File: src/rtl/snd_cmd_if.sv
// Main-CPU / sound-CPU side signals of the sound command queue, grouped for port binding.
// Handshake semantics: sndstart is a level strobe whose rising edge offers sndno; cmd_rd is high for the
// whole sound-CPU read and its falling edge consumes the head; cpu_nmia/cpu_irqa are one-cycle acks.
interface snd_cmd_if;
  logic [7:0] sndno;
  logic       sndstart;
  logic       cmd_rd;
  logic       cpu_irqa;
  logic       cpu_nmia;
  logic       ovf_clr;
  logic       cpu_irq;
  logic       cpu_nmi;
  logic [7:0] comlatch;
  logic [7:0] status;

  modport master (
    output sndno, sndstart, cmd_rd, cpu_irqa, cpu_nmia, ovf_clr,
    input  cpu_irq, cpu_nmi, comlatch, status
  );

  modport slave (
    input  sndno, sndstart, cmd_rd, cpu_irqa, cpu_nmia, ovf_clr,
    output cpu_irq, cpu_nmi, comlatch, status
  );
endinterface

File: src/rtl/snd_cmd_queue.sv
// Sound-CPU command FIFO with one NMI per queued entry, plus a free-running timer IRQ.
// All state advances only on clk8M_en cycles; reset is asynchronous and active-high.
module snd_cmd_queue #(
  parameter int DEPTH_LOG2    = 2,
  parameter int TICKS_PER_IRQ = 33333,
  parameter int CNT_W         = 17
) (
  input  logic      clk40M,
  input  logic      reset,
  input  logic      clk8M_en,
  snd_cmd_if.slave  bus
);
  localparam int DEPTH = 1 << DEPTH_LOG2;
  localparam int PW    = DEPTH_LOG2;
  localparam int CW    = DEPTH_LOG2 + 1;

  logic [7:0]       r_mem [DEPTH];
  logic [PW-1:0]    r_rd_ptr, r_wr_ptr;
  logic [CW-1:0]    r_count;
  logic             r_psndstart, r_prd;
  logic             r_ovf, r_head_sig, r_nmi, r_irq;
  logic [7:0]       r_comlatch;
  logic [CNT_W-1:0] r_timer;

  logic             w_empty, w_full;
  logic             w_push_req, w_pop, w_push, w_ovf_set, w_bypass, w_timer_tc;
  logic [PW-1:0]    w_rd_ptr_next;
  logic [CW-1:0]    w_count_next;
  logic [31:0]      w_count_wide;
  logic [3:0]       w_status_cnt;

  assign w_empty       = (r_count == '0);
  assign w_full        = (r_count == CW'(DEPTH));
  assign w_push_req    = bus.sndstart && !r_psndstart;
  assign w_pop         = !bus.cmd_rd && r_prd && !w_empty;
  // A pop in the same cycle frees the slot, so a push into a full FIFO is still accepted.
  assign w_push        = w_push_req && (!w_full || w_pop);
  assign w_ovf_set     = w_push_req && !w_push;
  assign w_rd_ptr_next = r_rd_ptr + PW'(w_pop);
  assign w_count_next  = r_count + CW'(w_push) - CW'(w_pop);
  // When the byte being written becomes the head, forward it instead of reading the not-yet-written slot.
  assign w_bypass      = w_push && (w_count_next == CW'(1));
  assign w_timer_tc    = (r_timer == CNT_W'(TICKS_PER_IRQ - 1));

  assign w_count_wide  = 32'(r_count);
  assign w_status_cnt  = (w_count_wide > 32'd15) ? 4'hF : w_count_wide[3:0];

  always_ff @(posedge clk40M) begin
    if (clk8M_en && w_push) r_mem[r_wr_ptr] <= bus.sndno;
  end

  always_ff @(posedge clk40M or posedge reset) begin
    if (reset) begin
      r_rd_ptr    <= '0;
      r_wr_ptr    <= '0;
      r_count     <= '0;
      r_psndstart <= 1'b0;
      r_prd       <= 1'b0;
      r_ovf       <= 1'b0;
      r_head_sig  <= 1'b0;
      r_nmi       <= 1'b0;
      r_irq       <= 1'b0;
      r_comlatch  <= 8'h00;
      r_timer     <= '0;
    end else if (clk8M_en) begin
      r_psndstart <= bus.sndstart;
      r_prd       <= bus.cmd_rd;
      r_rd_ptr    <= w_rd_ptr_next;
      r_count     <= w_count_next;
      if (w_push) r_wr_ptr <= r_wr_ptr + PW'(1);
      if (w_count_next != '0) r_comlatch <= w_bypass ? bus.sndno : r_mem[w_rd_ptr_next];

      if (w_ovf_set)        r_ovf <= 1'b1;
      else if (bus.ovf_clr) r_ovf <= 1'b0;

      // head_sig marks that the current head has had its NMI; it re-arms only when the head is popped.
      if (bus.cpu_nmia) begin
        r_nmi <= 1'b0;
      end else if (!w_empty && !r_head_sig && !r_nmi) begin
        r_nmi      <= 1'b1;
        r_head_sig <= 1'b1;
      end
      if (w_pop) r_head_sig <= 1'b0;

      if (w_timer_tc) begin
        r_timer <= '0;
        r_irq   <= 1'b1;
      end else begin
        r_timer <= r_timer + CNT_W'(1);
        if (bus.cpu_irqa) r_irq <= 1'b0;
      end
    end
  end

  assign bus.cpu_irq  = r_irq;
  assign bus.cpu_nmi  = r_nmi;
  assign bus.comlatch = r_comlatch;
  assign bus.status   = {r_ovf, w_empty, w_full, 1'b0, w_status_cnt};
endmodule

File: src/flat_wrapper.sv
// flat-port wrapper written by rule: the top's interface ports become plain ports
module snd_cmd_queue_flat 
#(
  parameter int DEPTH_LOG2    = 2,
  parameter int TICKS_PER_IRQ = 33333,
  parameter int CNT_W         = 17
)
  (clk40M, reset, clk8M_en, bus_sndno, bus_sndstart, bus_cmd_rd, bus_cpu_irqa, bus_cpu_nmia, bus_ovf_clr, bus_cpu_irq, bus_cpu_nmi, bus_comlatch, bus_status);
  snd_cmd_if bus_i ();
  input  logic clk40M;
  input  logic reset;
  input  logic clk8M_en;
  input wire logic [$bits(bus_i.sndno)-1:0] bus_sndno;
  input wire logic [$bits(bus_i.sndstart)-1:0] bus_sndstart;
  input wire logic [$bits(bus_i.cmd_rd)-1:0] bus_cmd_rd;
  input wire logic [$bits(bus_i.cpu_irqa)-1:0] bus_cpu_irqa;
  input wire logic [$bits(bus_i.cpu_nmia)-1:0] bus_cpu_nmia;
  input wire logic [$bits(bus_i.ovf_clr)-1:0] bus_ovf_clr;
  output wire logic [$bits(bus_i.cpu_irq)-1:0] bus_cpu_irq;
  output wire logic [$bits(bus_i.cpu_nmi)-1:0] bus_cpu_nmi;
  output wire logic [$bits(bus_i.comlatch)-1:0] bus_comlatch;
  output wire logic [$bits(bus_i.status)-1:0] bus_status;
  assign bus_i.sndno = bus_sndno;
  assign bus_i.sndstart = bus_sndstart;
  assign bus_i.cmd_rd = bus_cmd_rd;
  assign bus_i.cpu_irqa = bus_cpu_irqa;
  assign bus_i.cpu_nmia = bus_cpu_nmia;
  assign bus_i.ovf_clr = bus_ovf_clr;
  assign bus_cpu_irq = bus_i.cpu_irq;
  assign bus_cpu_nmi = bus_i.cpu_nmi;
  assign bus_comlatch = bus_i.comlatch;
  assign bus_status = bus_i.status;
  snd_cmd_queue #(.DEPTH_LOG2(DEPTH_LOG2), .TICKS_PER_IRQ(TICKS_PER_IRQ), .CNT_W(CNT_W)) u_core (.clk40M(clk40M), .reset(reset), .clk8M_en(clk8M_en), .bus(bus_i));
endmodule
File: config.mk
export PLATFORM = sky130hd
export DESIGN_NAME = snd_cmd_queue_flat
export DESIGN_NICKNAME = d
export VERILOG_FILES = /design/src/rtl/snd_cmd_if.sv /design/src/rtl/snd_cmd_queue.sv /design/src/flat_wrapper.sv
export SDC_FILE = /design/constraint.sdc
export NUM_CORES = 1
export LEC_CHECK = 0
export CAP_MARGIN = 15
export CORE_ASPECT_RATIO = 0.7
export CORE_UTILIZATION = 50
export DETAILED_ROUTE_END_ITERATION = 8
export PLACE_DENSITY = 0.87
export SLEW_MARGIN = 20
export SYNTH_ARGS = -nofsm -noshare
export SYNTH_HDL_FRONTEND = slang
export SYNTH_SLANG_ARGS = --single-unit
File: constraint.sdc
create_clock -name clk40M -period 3.1 [get_ports clk40M]
set_input_delay 0.775 -clock clk40M [delete_from_list [all_inputs] [get_ports clk40M]]
set_output_delay 0.775 -clock clk40M [all_outputs]
set_load 0.005 [all_outputs]
==> qor.txt <==
Non-filler cells, final -> 366
Gr usage total -> 21.8%
Crit start category -> input pin
Worst r2r src -> u_core.r_count[0]$_DFFE_PP0P_
Overflow after GRT -> 0
Outcome -> complete, no violations
Clock-pin slew on the worst setup and hold paths -> 70 ps
Hold Fails Final Rpt -> 0
Post-route minimum period -> 2950 ps
Detailed Place HPWL -> 4530 µm
Final core utilization -> 65.6%
Period Utilization, post-route -> 95.0%
WL final -> 6220 µm
Setup Skew -> 5.88 ps
Pre-antenna DRT Iters -> 4
Synth Area in Adders -> 3.84%
Maximum vdd ir drop -> 0.401 mV
Largest family of logic cells by synthesized area -> simple AND/OR/NAND/NOR gates
Arrival @ worst endpoint -> 3160 ps
Width of the chip -> 96.5 µm
Vias/cell -> 5.52
Mapped cell area -> 3130 µm²
Pwr/cell area -> 839 nW/µm²
# diodes -> 0
Crit path capture type -> flip-flop
Post-synth top flop -> dfrtp_1
Hold Path Class -> flip-flop to flip-flop
Vias in the first global route -> 2013
Site row count -> 23
Largest net degree at the start of global routing -> 39
Largest area contributor in the synthesized netlist -> edfxtp_1
Post-CTS Setup Inserts -> 0
CTS buffer count -> 9
Area of the die -> 6580 µm²
Dpl cell area -> 3660 µm²
R2R Setup Slk -> 210 ps
Max Cap Viol -> 0
Hold path start -> u_core.bus.cpu_irq$_DFFE_PP0P_
RSZ-0062 raised after global routing -> no
Compound-Gate Fraction of Synth Area -> 4.12%
Post-synth cell types -> 38
Pwr Total -> 3.23 mW
Hold Path Stages -> 1
Clk_lat worst skew -> 350 ps
Post-layout instance area -> 3850 µm²
Post-synthesis sequential area ratio -> 61.2%
Sum of negative setup slack -> 0 ps
Yosys warnings -> 0
CTS Root Cell -> clkbuf_8
Starting Density -> 53.2%
Post-synth top cells -> 38 x dfrtp_1, 32 x edfxtp_1, 25 x nor2_1, 16 x nand2_1, 13 x xnor2_1
Yosys top cell area share -> 30.7%
# setup viols final -> 0
ANT nets after route -> 0
Worst slack, placed -> -461 ps
Layout cells sized above 1 -> 18.6%
Initial antenna violation count -> 0
H-tree levels -> 3
R2R cell count -> 11
Max-slew violations -> 0
GPL Wtd Cong -> 0.837
Max-Slew Margin vs Limit -> 51.2%
Worst R2R End -> u_core.bus.comlatch[5]$_DFFE_PP0P_
Top-count cell post-synth -> dfrtp_1
Proportion of synthesized area in mux cells -> 10.4%
Post-synthesis async set-or-reset flop share -> 54.3%
Worst Hold End -> u_core.bus.cpu_irq$_DFFE_PP0P_
Io pins -> 34
Nets -> 311
Avg Inst Size Synth -> 13.5 µm²
Drt wl/cell -> 17.0 µm
Die height -> 68.2 µm
Vias -> 2021
Final worst slack -> 154 ps
Leak Pwr -> 1.54 nW
CTS tree -> yes
Residual DRC -> 0
Synth Area in XOR/XNOR -> 6.33%
Clk buf depth -> 2
#FFs+latches synth -> 70
CTS Sinks -> 70
Post-synth EDFFs -> 32
Iter 0 DRT Violations -> 110
Port bufs -> 31
Worst Hold Slack -> 494 ps
CP Class -> input pin to flip-flop
Dpl cells -> 350
Max Clk Rate -> 0.339 GHz
Area growth from synthesis to layout -> 23.2%
Post-Synthesis Cells -> 232
Slew @ Worst Pin -> 726 ps
Simple-gate share of the synthesized area -> 11.1%
Critical Path RT -> 3320 ps
Layout fillers -> 427
Core area -> 5870 µm²
First-pass GRT wire length -> 10000 µm
Critical Path Fanout Max -> 4
Ranking of synthesized cells by area -> edfxtp_1 31%, dfrtp_1 30%, mux4_2 5.8%
-- repair_timing --
item,in CTS,in global routing
hold buffers,0,0
resized for setup,3,3
setup endpoints to repair,8,8
pin swaps,2,0
-- power by group --
| group | switching [mW] | internal [mW] | total, mW |
|---|---|---|---|
| Combinational | 0.559 | 0.703 | 1.26 |
| Clock | 0.354 | 0.294 | 0.648 |
| Sequential | 0.155 | 1.16 | 1.32 |
-- per-layer routing --
metal,vias up,wire length (µm),track usage (%)
met5,-,0,0
met4,0,111,7.17
met3,13,410,6.78
met2,62,2910,32.9
met1,1015,2780,30.2
li1,931,-,-
-- cell usage in the layout, fill, tap and decap left out, types with 2 or more instances in the layout --
cell,n
dfrtp_1,38
edfxtp_1,32
clkdlybuf4s50_1,30
nor2_1,25
buf_4,18
nand2_1,16
xnor2_1,13
a21oi_1,10
inv_1,10
mux2i_1,9
clkbuf_8,9
mux4_2,8
ha_1,8
xor2_1,7
nand3_1,6
and2_1,5
mux2_2,5
nand4_1,4
clkinvlp_4,4
nor4_1,3
a31oi_1,2
nor4b_1,2
o21ai_0,2
conb_1,2
buf_6,2
-- sequential cells by signal (all words and copies together) (netlist names) --
name                 count
u_core.r_rd_ptr          2
u_core.r_timer          17
u_core.bus.cpu_nmi       1
u_core.r_mem            32
u_core.r_wr_ptr          2
u_core.bus.comlatch      8
u_core.r_count           3
u_core.r_psndstart       1
u_core.r_ovf             1
u_core.r_prd             1
u_core.bus.cpu_irq       1
u_core.r_head_sig        1
-- how the worst max path moves through the flow --
stage | cells past startpoint | from | end | slack, ps
final | 10 | bus_sndstart | u_core.bus.comlatch[5]$_DFFE_PP0P_ | 150
after detailed placement | 11 | bus_cmd_rd | u_core.bus.comlatch[2]$_DFFE_PP0P_ | -460
after global routing | 10 | bus_sndstart | u_core.bus.comlatch[5]$_DFFE_PP0P_ | 9
after global placement | 11 | bus_cmd_rd | u_core.bus.comlatch[0]$_DFFE_PP0P_ | -340
after CTS | 10 | bus_sndstart | u_core.bus.comlatch[0]$_DFFE_PP0P_ | 90
after floorplan | 9 | bus_cmd_rd | u_core.bus.comlatch[0]$_DFFE_PP0P_ | 30
-- layout make-up --
class | count | area, µm² | area share [%]
sequential | 70 | 1910 | 49.7
multi-input combinational | 144 | 1160 | 30.3
timing repair buffer | 51 | 467 | 12.1
clock buffer | 10 | 128 | 3.31
tap | 75 | 93.8 | 2.44
clock inverter | 6 | 47.5 | 1.23
inverter | 10 | 37.5 | 0.975
-- critical path: stages --
cell and delay [ps]:
clkdlybuf4s50_1 550, nor2b_4 180, nor2b_1 140, ha_1 180, fa_1 450, nand4bb_4 230, a211oi_4 220, buf_6 160
mux2i_1 190, a21oi_1 90
-- logic make-up after synthesis --
kind of cell / Yosys count
AOI/OAI and AO/OA: 19
and+or+nand+nor: 71
DFF: 70
xor gates and xnor gates: 21
adders and majority gates: 9
muxes: 22
other: 1
buffers and inverters: 19
Note: power is estimated with default switching activity, not from simulation.
